## src/rtl/fsmotor_stepgen_if.sv

```systemverilog
// fsmotor_stepgen_if: command/status and driver-pin bundle for fsmotor_stepgen.
// Per-channel buses are flattened; channel i occupies slice i of each bus.
interface fsmotor_stepgen_if #(
  parameter int C_CH_NUM          = 6,
  parameter int C_MICROSTEP_WIDTH = 3,
  parameter int C_STEP_WIDTH      = 16,
  parameter int C_SPEED_WIDTH     = 16
) ();
  logic [C_CH_NUM-1:0]                   s_start;
  logic [C_CH_NUM-1:0]                   s_stop;
  logic [C_CH_NUM-1:0]                   s_dir;
  logic [C_CH_NUM*C_STEP_WIDTH-1:0]      s_steps;
  logic [C_CH_NUM*C_SPEED_WIDTH-1:0]     s_period;
  logic [C_CH_NUM*C_MICROSTEP_WIDTH-1:0] s_ms;
  logic [C_CH_NUM-1:0]                   s_xen;
  logic [C_CH_NUM-1:0]                   s_xrst;
  logic [C_CH_NUM-1:0]                   s_busy;
  logic [C_CH_NUM-1:0]                   s_done;
  logic [C_CH_NUM-1:0]                   s_zhit;
  logic [C_CH_NUM*C_STEP_WIDTH-1:0]      s_remain;
  logic [C_CH_NUM-1:0]                   s_zpd;
  logic [C_CH_NUM-1:0]                   m_zpd;
  logic [C_CH_NUM*C_MICROSTEP_WIDTH-1:0] m_ms;
  logic [C_CH_NUM-1:0]                   m_xen;
  logic [C_CH_NUM-1:0]                   m_xrst;
  logic [C_CH_NUM-1:0]                   m_drive;
  logic [C_CH_NUM-1:0]                   m_dir;

  // Register-file / sensor side: drives commands and the raw sensor, reads status and pins.
  modport master (
    output s_start, s_stop, s_dir, s_steps, s_period, s_ms, s_xen, s_xrst, m_zpd,
    input  s_busy, s_done, s_zhit, s_remain, s_zpd, m_ms, m_xen, m_xrst, m_drive, m_dir
  );

  // Step generator side.
  modport slave (
    input  s_start, s_stop, s_dir, s_steps, s_period, s_ms, s_xen, s_xrst, m_zpd,
    output s_busy, s_done, s_zhit, s_remain, s_zpd, m_ms, m_xen, m_xrst, m_drive, m_dir
  );
endinterface

```

## src/rtl/fsmotor_stepgen.sv

```systemverilog
// fsmotor_stepgen: multi-channel stepper pulse generator.
// Each channel runs an independent IDLE/SETUP/RUN move FSM producing a registered
// drive/dir pulse train. Microstep, enable and driver reset pass straight through.
// Optional feature macro: FSMOTOR_ZPD_STOP_EN -- when defined, a toward-zero move
// ends after the step in progress once the synchronised zero-position detect is seen.
module fsmotor_stepgen #(
  parameter int C_CH_NUM          = 6,
  parameter int C_MICROSTEP_WIDTH = 3,
  parameter int C_STEP_WIDTH      = 16,
  parameter int C_SPEED_WIDTH     = 16,
  parameter int C_INVERT_DIR      = 0
) (
  input  logic             clk,
  input  logic             rst,
  fsmotor_stepgen_if.slave bus_io
);
  localparam int   TW      = C_STEP_WIDTH;
  localparam int   SW      = C_SPEED_WIDTH;
  localparam logic INV_DIR = (C_INVERT_DIR != 0);

  typedef enum logic [1:0] {ST_IDLE, ST_SETUP, ST_RUN} state_e;

  logic [C_CH_NUM*C_MICROSTEP_WIDTH-1:0] ms_w;
  logic [C_CH_NUM-1:0]                   zpd_meta_q;
  logic [C_CH_NUM-1:0]                   zpd_sync_q;

  assign ms_w          = bus_io.s_ms;
  assign bus_io.m_ms   = ms_w;
  assign bus_io.m_xen  = bus_io.s_xen;
  assign bus_io.m_xrst = bus_io.s_xrst;
  assign bus_io.s_zpd  = zpd_sync_q;

  // Two-flop synchroniser for the asynchronous zero-position sensors.
  always_ff @(posedge clk or posedge rst) begin
    if (rst) begin
      zpd_meta_q <= '0;
      zpd_sync_q <= '0;
    end else begin
      zpd_meta_q <= bus_io.m_zpd;
      zpd_sync_q <= zpd_meta_q;
    end
  end

  for (genvar gi = 0; gi < C_CH_NUM; gi++) begin : g_ch
    state_e        state_q, state_d;
    logic [SW-1:0] period_q, period_d;
    logic [SW-1:0] cnt_q, cnt_d;
    logic [TW-1:0] remain_q, remain_d;
    logic          stop_pend_q, stop_pend_d;
    logic          zpd_pend_q, zpd_pend_d;
    logic          zhit_q, zhit_d;
    logic          done_q, done_d;
    logic          drive_q, drive_d;
    logic          mdir_q, mdir_d;
    logic [SW-1:0] in_period;
    logic [TW-1:0] in_steps;
    logic [SW-1:0] half;
    logic          wrap;
    logic          zpd_now;

    assign in_steps  = bus_io.s_steps[gi*TW +: TW];
    assign in_period = bus_io.s_period[gi*SW +: SW];
    assign half      = period_q >> 1;
    assign wrap      = (cnt_q == period_q - SW'(1));

`ifdef FSMOTOR_ZPD_STOP_EN
    // Logical direction is recovered from the pin register; only toward-zero moves react.
    assign zpd_now = !(mdir_q ^ INV_DIR) && zpd_sync_q[gi];
`else
    assign zpd_now = 1'b0;
`endif

    assign bus_io.s_busy[gi]             = (state_q != ST_IDLE);
    assign bus_io.s_done[gi]             = done_q;
    assign bus_io.s_zhit[gi]             = zhit_q;
    assign bus_io.s_remain[gi*TW +: TW]  = remain_q;
    assign bus_io.m_drive[gi]            = drive_q;
    assign bus_io.m_dir[gi]              = mdir_q;

    // Move FSM next-state: accept/ignore commands, time each step, decide when the move ends.
    always_comb begin
      state_d     = state_q;
      period_d    = period_q;
      cnt_d       = cnt_q;
      remain_d    = remain_q;
      stop_pend_d = stop_pend_q;
      zpd_pend_d  = zpd_pend_q;
      zhit_d      = zhit_q;
      done_d      = 1'b0;
      drive_d     = drive_q;
      mdir_d      = mdir_q;
      case (state_q)
        ST_IDLE: begin
          if (bus_io.s_start[gi] && (in_steps != '0)) begin
            state_d     = ST_SETUP;
            period_d    = (in_period < SW'(2)) ? SW'(2) : in_period;
            remain_d    = in_steps;
            mdir_d      = bus_io.s_dir[gi] ^ INV_DIR;
            cnt_d       = '0;
            drive_d     = 1'b0;
            stop_pend_d = 1'b0;
            zpd_pend_d  = 1'b0;
            zhit_d      = 1'b0;
          end
        end
        ST_SETUP: begin
          if (bus_io.s_stop[gi]) begin
            state_d = ST_IDLE;
            done_d  = 1'b1;
          end else begin
            // Period is at least 2, so the first half-step is always high.
            state_d = ST_RUN;
            cnt_d   = '0;
            drive_d = 1'b1;
          end
        end
        ST_RUN: begin
          stop_pend_d = stop_pend_q | bus_io.s_stop[gi];
          zpd_pend_d  = zpd_pend_q | zpd_now;
          if (wrap) begin
            remain_d = (remain_q != '0) ? remain_q - TW'(1) : '0;
            cnt_d    = '0;
            if ((remain_d == '0) || stop_pend_d || zpd_pend_d) begin
              state_d = ST_IDLE;
              done_d  = 1'b1;
              drive_d = 1'b0;
              zhit_d  = zpd_pend_d;
            end else begin
              drive_d = 1'b1;
            end
          end else begin
            cnt_d   = cnt_q + SW'(1);
            drive_d = (cnt_d < half);
          end
        end
        default: begin
          state_d = ST_IDLE;
          drive_d = 1'b0;
        end
      endcase
    end

    // Channel state registers; reset parks the pins and clears the status.
    always_ff @(posedge clk or posedge rst) begin
      if (rst) begin
        state_q     <= ST_IDLE;
        period_q    <= SW'(2);
        cnt_q       <= '0;
        remain_q    <= '0;
        stop_pend_q <= 1'b0;
        zpd_pend_q  <= 1'b0;
        zhit_q      <= 1'b0;
        done_q      <= 1'b0;
        drive_q     <= 1'b0;
        mdir_q      <= INV_DIR;
      end else begin
        state_q     <= state_d;
        period_q    <= period_d;
        cnt_q       <= cnt_d;
        remain_q    <= remain_d;
        stop_pend_q <= stop_pend_d;
        zpd_pend_q  <= zpd_pend_d;
        zhit_q      <= zhit_d;
        done_q      <= done_d;
        drive_q     <= drive_d;
        mdir_q      <= mdir_d;
      end
    end
  end
endmodule

```

## src/flat_wrapper.sv

```systemverilog
// flat-port wrapper written by rule: the top's interface ports become plain ports
module fsmotor_stepgen_flat 
#(
  parameter int C_CH_NUM          = 6,
  parameter int C_MICROSTEP_WIDTH = 3,
  parameter int C_STEP_WIDTH      = 16,
  parameter int C_SPEED_WIDTH     = 16,
  parameter int C_INVERT_DIR      = 0
)
  (clk, rst, bus_io_s_start, bus_io_s_stop, bus_io_s_dir, bus_io_s_steps, bus_io_s_period, bus_io_s_ms, bus_io_s_xen, bus_io_s_xrst, bus_io_m_zpd, bus_io_s_busy, bus_io_s_done, bus_io_s_zhit, bus_io_s_remain, bus_io_s_zpd, bus_io_m_ms, bus_io_m_xen, bus_io_m_xrst, bus_io_m_drive, bus_io_m_dir);
  fsmotor_stepgen_if #(.C_CH_NUM(C_CH_NUM), .C_MICROSTEP_WIDTH(C_MICROSTEP_WIDTH), .C_STEP_WIDTH(C_STEP_WIDTH), .C_SPEED_WIDTH(C_SPEED_WIDTH)) bus_io_i ();
  input  logic clk;
  input  logic rst;
  input wire logic [$bits(bus_io_i.s_start)-1:0] bus_io_s_start;
  input wire logic [$bits(bus_io_i.s_stop)-1:0] bus_io_s_stop;
  input wire logic [$bits(bus_io_i.s_dir)-1:0] bus_io_s_dir;
  input wire logic [$bits(bus_io_i.s_steps)-1:0] bus_io_s_steps;
  input wire logic [$bits(bus_io_i.s_period)-1:0] bus_io_s_period;
  input wire logic [$bits(bus_io_i.s_ms)-1:0] bus_io_s_ms;
  input wire logic [$bits(bus_io_i.s_xen)-1:0] bus_io_s_xen;
  input wire logic [$bits(bus_io_i.s_xrst)-1:0] bus_io_s_xrst;
  input wire logic [$bits(bus_io_i.m_zpd)-1:0] bus_io_m_zpd;
  output wire logic [$bits(bus_io_i.s_busy)-1:0] bus_io_s_busy;
  output wire logic [$bits(bus_io_i.s_done)-1:0] bus_io_s_done;
  output wire logic [$bits(bus_io_i.s_zhit)-1:0] bus_io_s_zhit;
  output wire logic [$bits(bus_io_i.s_remain)-1:0] bus_io_s_remain;
  output wire logic [$bits(bus_io_i.s_zpd)-1:0] bus_io_s_zpd;
  output wire logic [$bits(bus_io_i.m_ms)-1:0] bus_io_m_ms;
  output wire logic [$bits(bus_io_i.m_xen)-1:0] bus_io_m_xen;
  output wire logic [$bits(bus_io_i.m_xrst)-1:0] bus_io_m_xrst;
  output wire logic [$bits(bus_io_i.m_drive)-1:0] bus_io_m_drive;
  output wire logic [$bits(bus_io_i.m_dir)-1:0] bus_io_m_dir;
  assign bus_io_i.s_start = bus_io_s_start;
  assign bus_io_i.s_stop = bus_io_s_stop;
  assign bus_io_i.s_dir = bus_io_s_dir;
  assign bus_io_i.s_steps = bus_io_s_steps;
  assign bus_io_i.s_period = bus_io_s_period;
  assign bus_io_i.s_ms = bus_io_s_ms;
  assign bus_io_i.s_xen = bus_io_s_xen;
  assign bus_io_i.s_xrst = bus_io_s_xrst;
  assign bus_io_i.m_zpd = bus_io_m_zpd;
  assign bus_io_s_busy = bus_io_i.s_busy;
  assign bus_io_s_done = bus_io_i.s_done;
  assign bus_io_s_zhit = bus_io_i.s_zhit;
  assign bus_io_s_remain = bus_io_i.s_remain;
  assign bus_io_s_zpd = bus_io_i.s_zpd;
  assign bus_io_m_ms = bus_io_i.m_ms;
  assign bus_io_m_xen = bus_io_i.m_xen;
  assign bus_io_m_xrst = bus_io_i.m_xrst;
  assign bus_io_m_drive = bus_io_i.m_drive;
  assign bus_io_m_dir = bus_io_i.m_dir;
  fsmotor_stepgen #(.C_CH_NUM(C_CH_NUM), .C_MICROSTEP_WIDTH(C_MICROSTEP_WIDTH), .C_STEP_WIDTH(C_STEP_WIDTH), .C_SPEED_WIDTH(C_SPEED_WIDTH), .C_INVERT_DIR(C_INVERT_DIR)) u_core (.clk(clk), .rst(rst), .bus_io(bus_io_i));
endmodule
```

## config.mk

```make
export PLATFORM = sky130hd
export DESIGN_NAME = fsmotor_stepgen_flat
export DESIGN_NICKNAME = d
export VERILOG_FILES = /design/src/rtl/fsmotor_stepgen_if.sv /design/src/rtl/fsmotor_stepgen.sv /design/src/flat_wrapper.sv
export SDC_FILE = /design/constraint.sdc
export NUM_CORES = 1
export LEC_CHECK = 0
export BUFFER_PORTS_ARGS = -buffer_cell sky130_fd_sc_hd__buf_2
export CORE_UTILIZATION = 60
export CTS_BUF_LIST = sky130_fd_sc_hd__clkbuf_16
export DETAILED_ROUTE_END_ITERATION = 8
export PLACE_DENSITY = 0.84
export SYNTH_ARGS = -nofsm -noshare
export SYNTH_HDL_FRONTEND = slang
export SYNTH_SLANG_ARGS = --single-unit
```

## constraint.sdc

```tcl
create_clock -name clk -period 20.7 [get_ports clk]
set_clock_uncertainty 0.15 [all_clocks]
set_input_delay 3.105 -clock clk [delete_from_list [all_inputs] [get_ports clk]]
set_output_delay 3.105 -clock clk [all_outputs]
set_load 0.05 [all_outputs]
```

; After elaboration in Yosys (flattened, before gate mapping)
; Index checks and enable logic that the tools add are counted.
[word_totals]
register_bits = 342
in_bits = 248
out_inout_bits = 162
elab_cells = 392
[classes]
add_sub_neg = 18
magnitude_cmp = 12
n_eq_ne = 42
mux = 162
bitwise_logic = 6
n_reduce_logical = 96
[ops]
columns = op, n
row1 = $mux W16, 42
row2 = $pmux W16 S3, 6
row3 = $pmux W16 S2, 6
row4 = $reduce_bool A16 Y1, 12
row5 = $sub A16 B1 Y16 const B, 12
row6 = $add A16 B1 Y16 const B, 6
row7 = $eq A16 B16 Y1, 6
row8 = $logic_not A16 Y1, 6
row9 = $lt A16 B15 Y1, 6
row10 = $lt A16 B2 Y1 const B, 6
row11 = $mux W1, 54
row12 = $reduce_and A3 Y1, 18
row13 = $mux W2, 24
row14 = $ne A2 B1 Y1 const B, 18
row15 = $pmux W1 S2, 18
row16 = $pmux W2 S3, 6
row17 = $reduce_and A2 Y1, 18
row18 = $reduce_and A4 Y1, 6
row19 = $reduce_bool A2 Y1, 12
row20 = $pmux W1 S3, 6
row21 = $reduce_bool A3 Y1, 6
row22 = $eq A2 B1 Y1 const B, 6
row23 = $eq A2 B2 Y1 const B, 6
row24 = $logic_not A2 Y1, 6
row25 = 4 further kinds, 24

; Longest topological paths before layout
[depth]
word_depth = 7
depth_mapped = 16
depth_no_buf = 15

; Worst setup path after synthesis
; No wires, ideal clock.
[synth_timing]
path_type = in2out
startpoint = input bus_io_s_ms[0]
endpoint = output bus_io_m_ms[0]
arrival_time_ns = 3.275
t_required_ns = 17.445
slack_ns = 14.170
stages = 1
n_path_buf = 1
path_cell_list = buf_4
[synth_rtl]
columns = item, line
row1 = from (decl), flat_wrapper.sv:19  ; input wire logic [$bits(bus_io_i.s_ms)-1:0] bus_io_s_ms;
row2 = to (decl), flat_wrapper.sv:28  ; output wire logic [$bits(bus_io_i.m_ms)-1:0] bus_io_m_ms;
; No word-level cell between the ends.

; Final worst setup path
[layout_timing]
startpoint = input bus_io_s_ms[12]
endpoint = output bus_io_m_ms[12]
; No word-level cell between the ends.

==> flow_summary.ini <==
[worst_setup_path]
start_kind = input pin
worstPathRequired_ns = 17.44
crit_fanout = 1
endpoint_kind = output port
arrival_ns = 3.11
criticalPathCategory = in -> out

[die]
die_h_um = 205
initial_utilization = 0.608
rows = 74
pin_count = 410
die_area_um2 = 42100
chipWidth_um = 205
fp.coreArea_um2 = 40700

[synth]
synth_ff_type = dfrtp_1
yosys.area.top_type_share = 0.333
postSynthCellCount = 2955
ys_warn_count = 0
yosysTopAreaCell = dfrtp_1
async_flop_share = 1.00
ys_ff_latch = 336
synth_area_um2 = 24800
synth_cell_type_count = 87
synth.area.top_cells = dfrtp_1 33%, ha_1 6.2%, o21ai_0 4.4%
yosysSeqAreaShare = 0.340
synth_edf_count = 0
synth.avg_cell_area_um2 = 8.39

[timing]
slew_headroom = 0.212
finalMaxSlewViolations = 0
period_needed_ns = 6.36
rsz0062_at_grt = no
max_freq_mhz = 157
finalSetupViolations = 0
hold_viol = 0
tns_ns = 0
finalCritPeriodShare = 0.307
hold_slack_ns = 0.203
tightest_slew_ns = 1.17

[clocking]
cts.sinks = 336
cts_buffer_depth = 3
cts_root_buf = clkbuf_16
clkLatencyLatePin_ns = 0.57
clk_pin_slew_worst_paths_ns = 0.06
cts_buffers = 40
htreeDepth = 2
post_cts_buffers = 0
ctsResizeCount = 0
cts_hold_buf = 0
cts_tree = yes

[status]
status = completed

[global_routing]
busiest_layer = met2
antenna_found_initial = 9
gr-usage-met2 = 0.505
grt_use_total = 0.327
grt_start_max_net_pins = 123
grt_pass1_wl_um = 113000
gr-total-overflow = 0
met1_usage = 0.448
use_met3 = 0.0580
grt_pass1_vias = 22600

[power_and_ir_drop]
leakagePower_uw = 0.0123
p_sw_uw = 2100
p_comb_frac = 0.518
power.density_nw_per_um2 = 149
pwr-share-clk = 0.172
p_int_uw = 2010
switching_share = 0.512
seq_power_share = 0.310
ir_drop_mv = 0.108

[route]
routed_wl_um = 69400
drt-pass1-iter-count = 7
drt_iter0_drc = 2125
post_drt_via_cell_ratio = 6.40
antenna_left = 0
vias = 23900
wl_per_cell_um = 18.6
drc = 0

[place]
place_hpwl_um = 51300
place_congestion = 0.973
place_area_um2 = 26300
io_buffers = 343

[worst_hold_path]
hp-class = reg -> reg

[finish]
layout_common_cells = 343 x buf_2, 330 x dfrtp_1, 260 x nand2_1, 217 x o21ai_0, 203 x nor2_1
multiInputGateArea_um2 = 14700
layout.nets = 3523
seqCellArea_um2 = 8420
area_delta_synth_final_pct = 11.4
stdcell_area_um2 = 27600
layout_commonest_cell = buf_2
drive_above_1_share = 0.167
nFillCells = 3329

[job]
maxCapViolCount = 0
==> registers in the layout, indices dropped and copies added (netlist names), 12 cells and up <==
| name | flops |
|---|---|
| u_core.g_ch.state_q | 12 |
| u_core.g_ch.period_q | 96 |
| u_core.g_ch.cnt_q | 96 |
| u_core.g_ch.remain_q | 96 |
==> per-layer routing <==
layer / share of wire / vias to the layer above
li1: - / 11100
met1: 0.43 / 11300
met2: 0.45 / 1184
met3: 0.082 / 195
met4: 0.038 / 2
met5: 0.00019 / -
==> power by group through the flow <==
stage	sequential, uW	clock [uW]	combinational (uW)
floorplan	1430	0	1410
global placement	1250	0	2040
detailed placement	1260	0	2100
CTS	1250	719	2110
global route	1310	742	2330
finish	1270	706	2130
==> metrics by stage <==
step | util | worst slack [ns] | instances | total power, uW
finish | 0.678 | 14.34 | 3725 | 4110
CTS | 0.677 | 14.34 | 3716 | 4080
global placement | 0.645 | 14.34 | 3642 | 3290
detailed placement | 0.645 | 14.30 | 3642 | 3360
global route | 0.678 | 14.34 | 3724 | 4380
floorplan | - | 8.15 | 2960 | 2850
==> synthesized netlist by cell type (all sizes together) (23+ instances only) <==
| master | count |
|---|---|
| nand2b | 40 |
| mux2 | 74 |
| and3 | 26 |
| nor4 | 91 |
| nand3 | 99 |
| dfrtp | 330 |
| and2 | 24 |
| inv | 182 |
| xor2 | 82 |
| buf | 72 |
| nand4 | 49 |
| a32o | 23 |
| a21oi | 132 |
| nor3 | 95 |
| o31ai | 34 |
| clkbuf | 133 |
| ha | 123 |
| nor2 | 203 |
| o21ai | 286 |
| or4 | 32 |
| xnor2 | 123 |
| nand2 | 260 |
| or3 | 32 |
==> final timing paths <==
kind / startpoint / endpoint / slack (ns) / cells past startpoint
setup / recovery: bus_io_s_ms[12] / bus_io_m_ms[12] / 14.34 / 0
hold / removal: u_core.zpd_meta_q[2]$_DFF_PP0_ / u_core.bus_io.s_zpd[2]$_DFF_PP0_ / 0.20 / 0
setup reg to reg: u_core.g_ch[5].period_q[5]$_DFFE_PP0P_ / u_core.g_ch[5].remain_q[1]$_DFFE_PP0P_ / 16.17 / 8
hold reg to reg: u_core.zpd_meta_q[2]$_DFF_PP0_ / u_core.bus_io.s_zpd[2]$_DFF_PP0_ / 0.20 / 0
max in group asynchronous: rst / u_core.g_ch[5].cnt_q[15]$_DFFE_PP0P_ / 16.28 / 3
min in group asynchronous: rst / u_core.bus_io.s_zpd[4]$_DFF_PP0_ / 2.56 / 2
==> area by class of cell <==
class	instances	share of cell area
multi-input combinational	2235	0.532
sequential	336	0.305
timing repair buffer	355	0.0654
clock buffer	41	0.0372
inverter	184	0.0253
tap	532	0.0241
clock inverter	33	0.00992
antenna	9	0.000816
==> cells by family after synthesis <==
group           Yosys count  synth area share
mux                      93            0.0413
compound gates          754             0.198
fa+ha+maj               123            0.0621
xor+xnor                205            0.0724
other cells               1          0.000151
buf+inv                 389            0.0680
flops                   336             0.340
simple gates           1054             0.219
(Power assumes the default switching activity.)
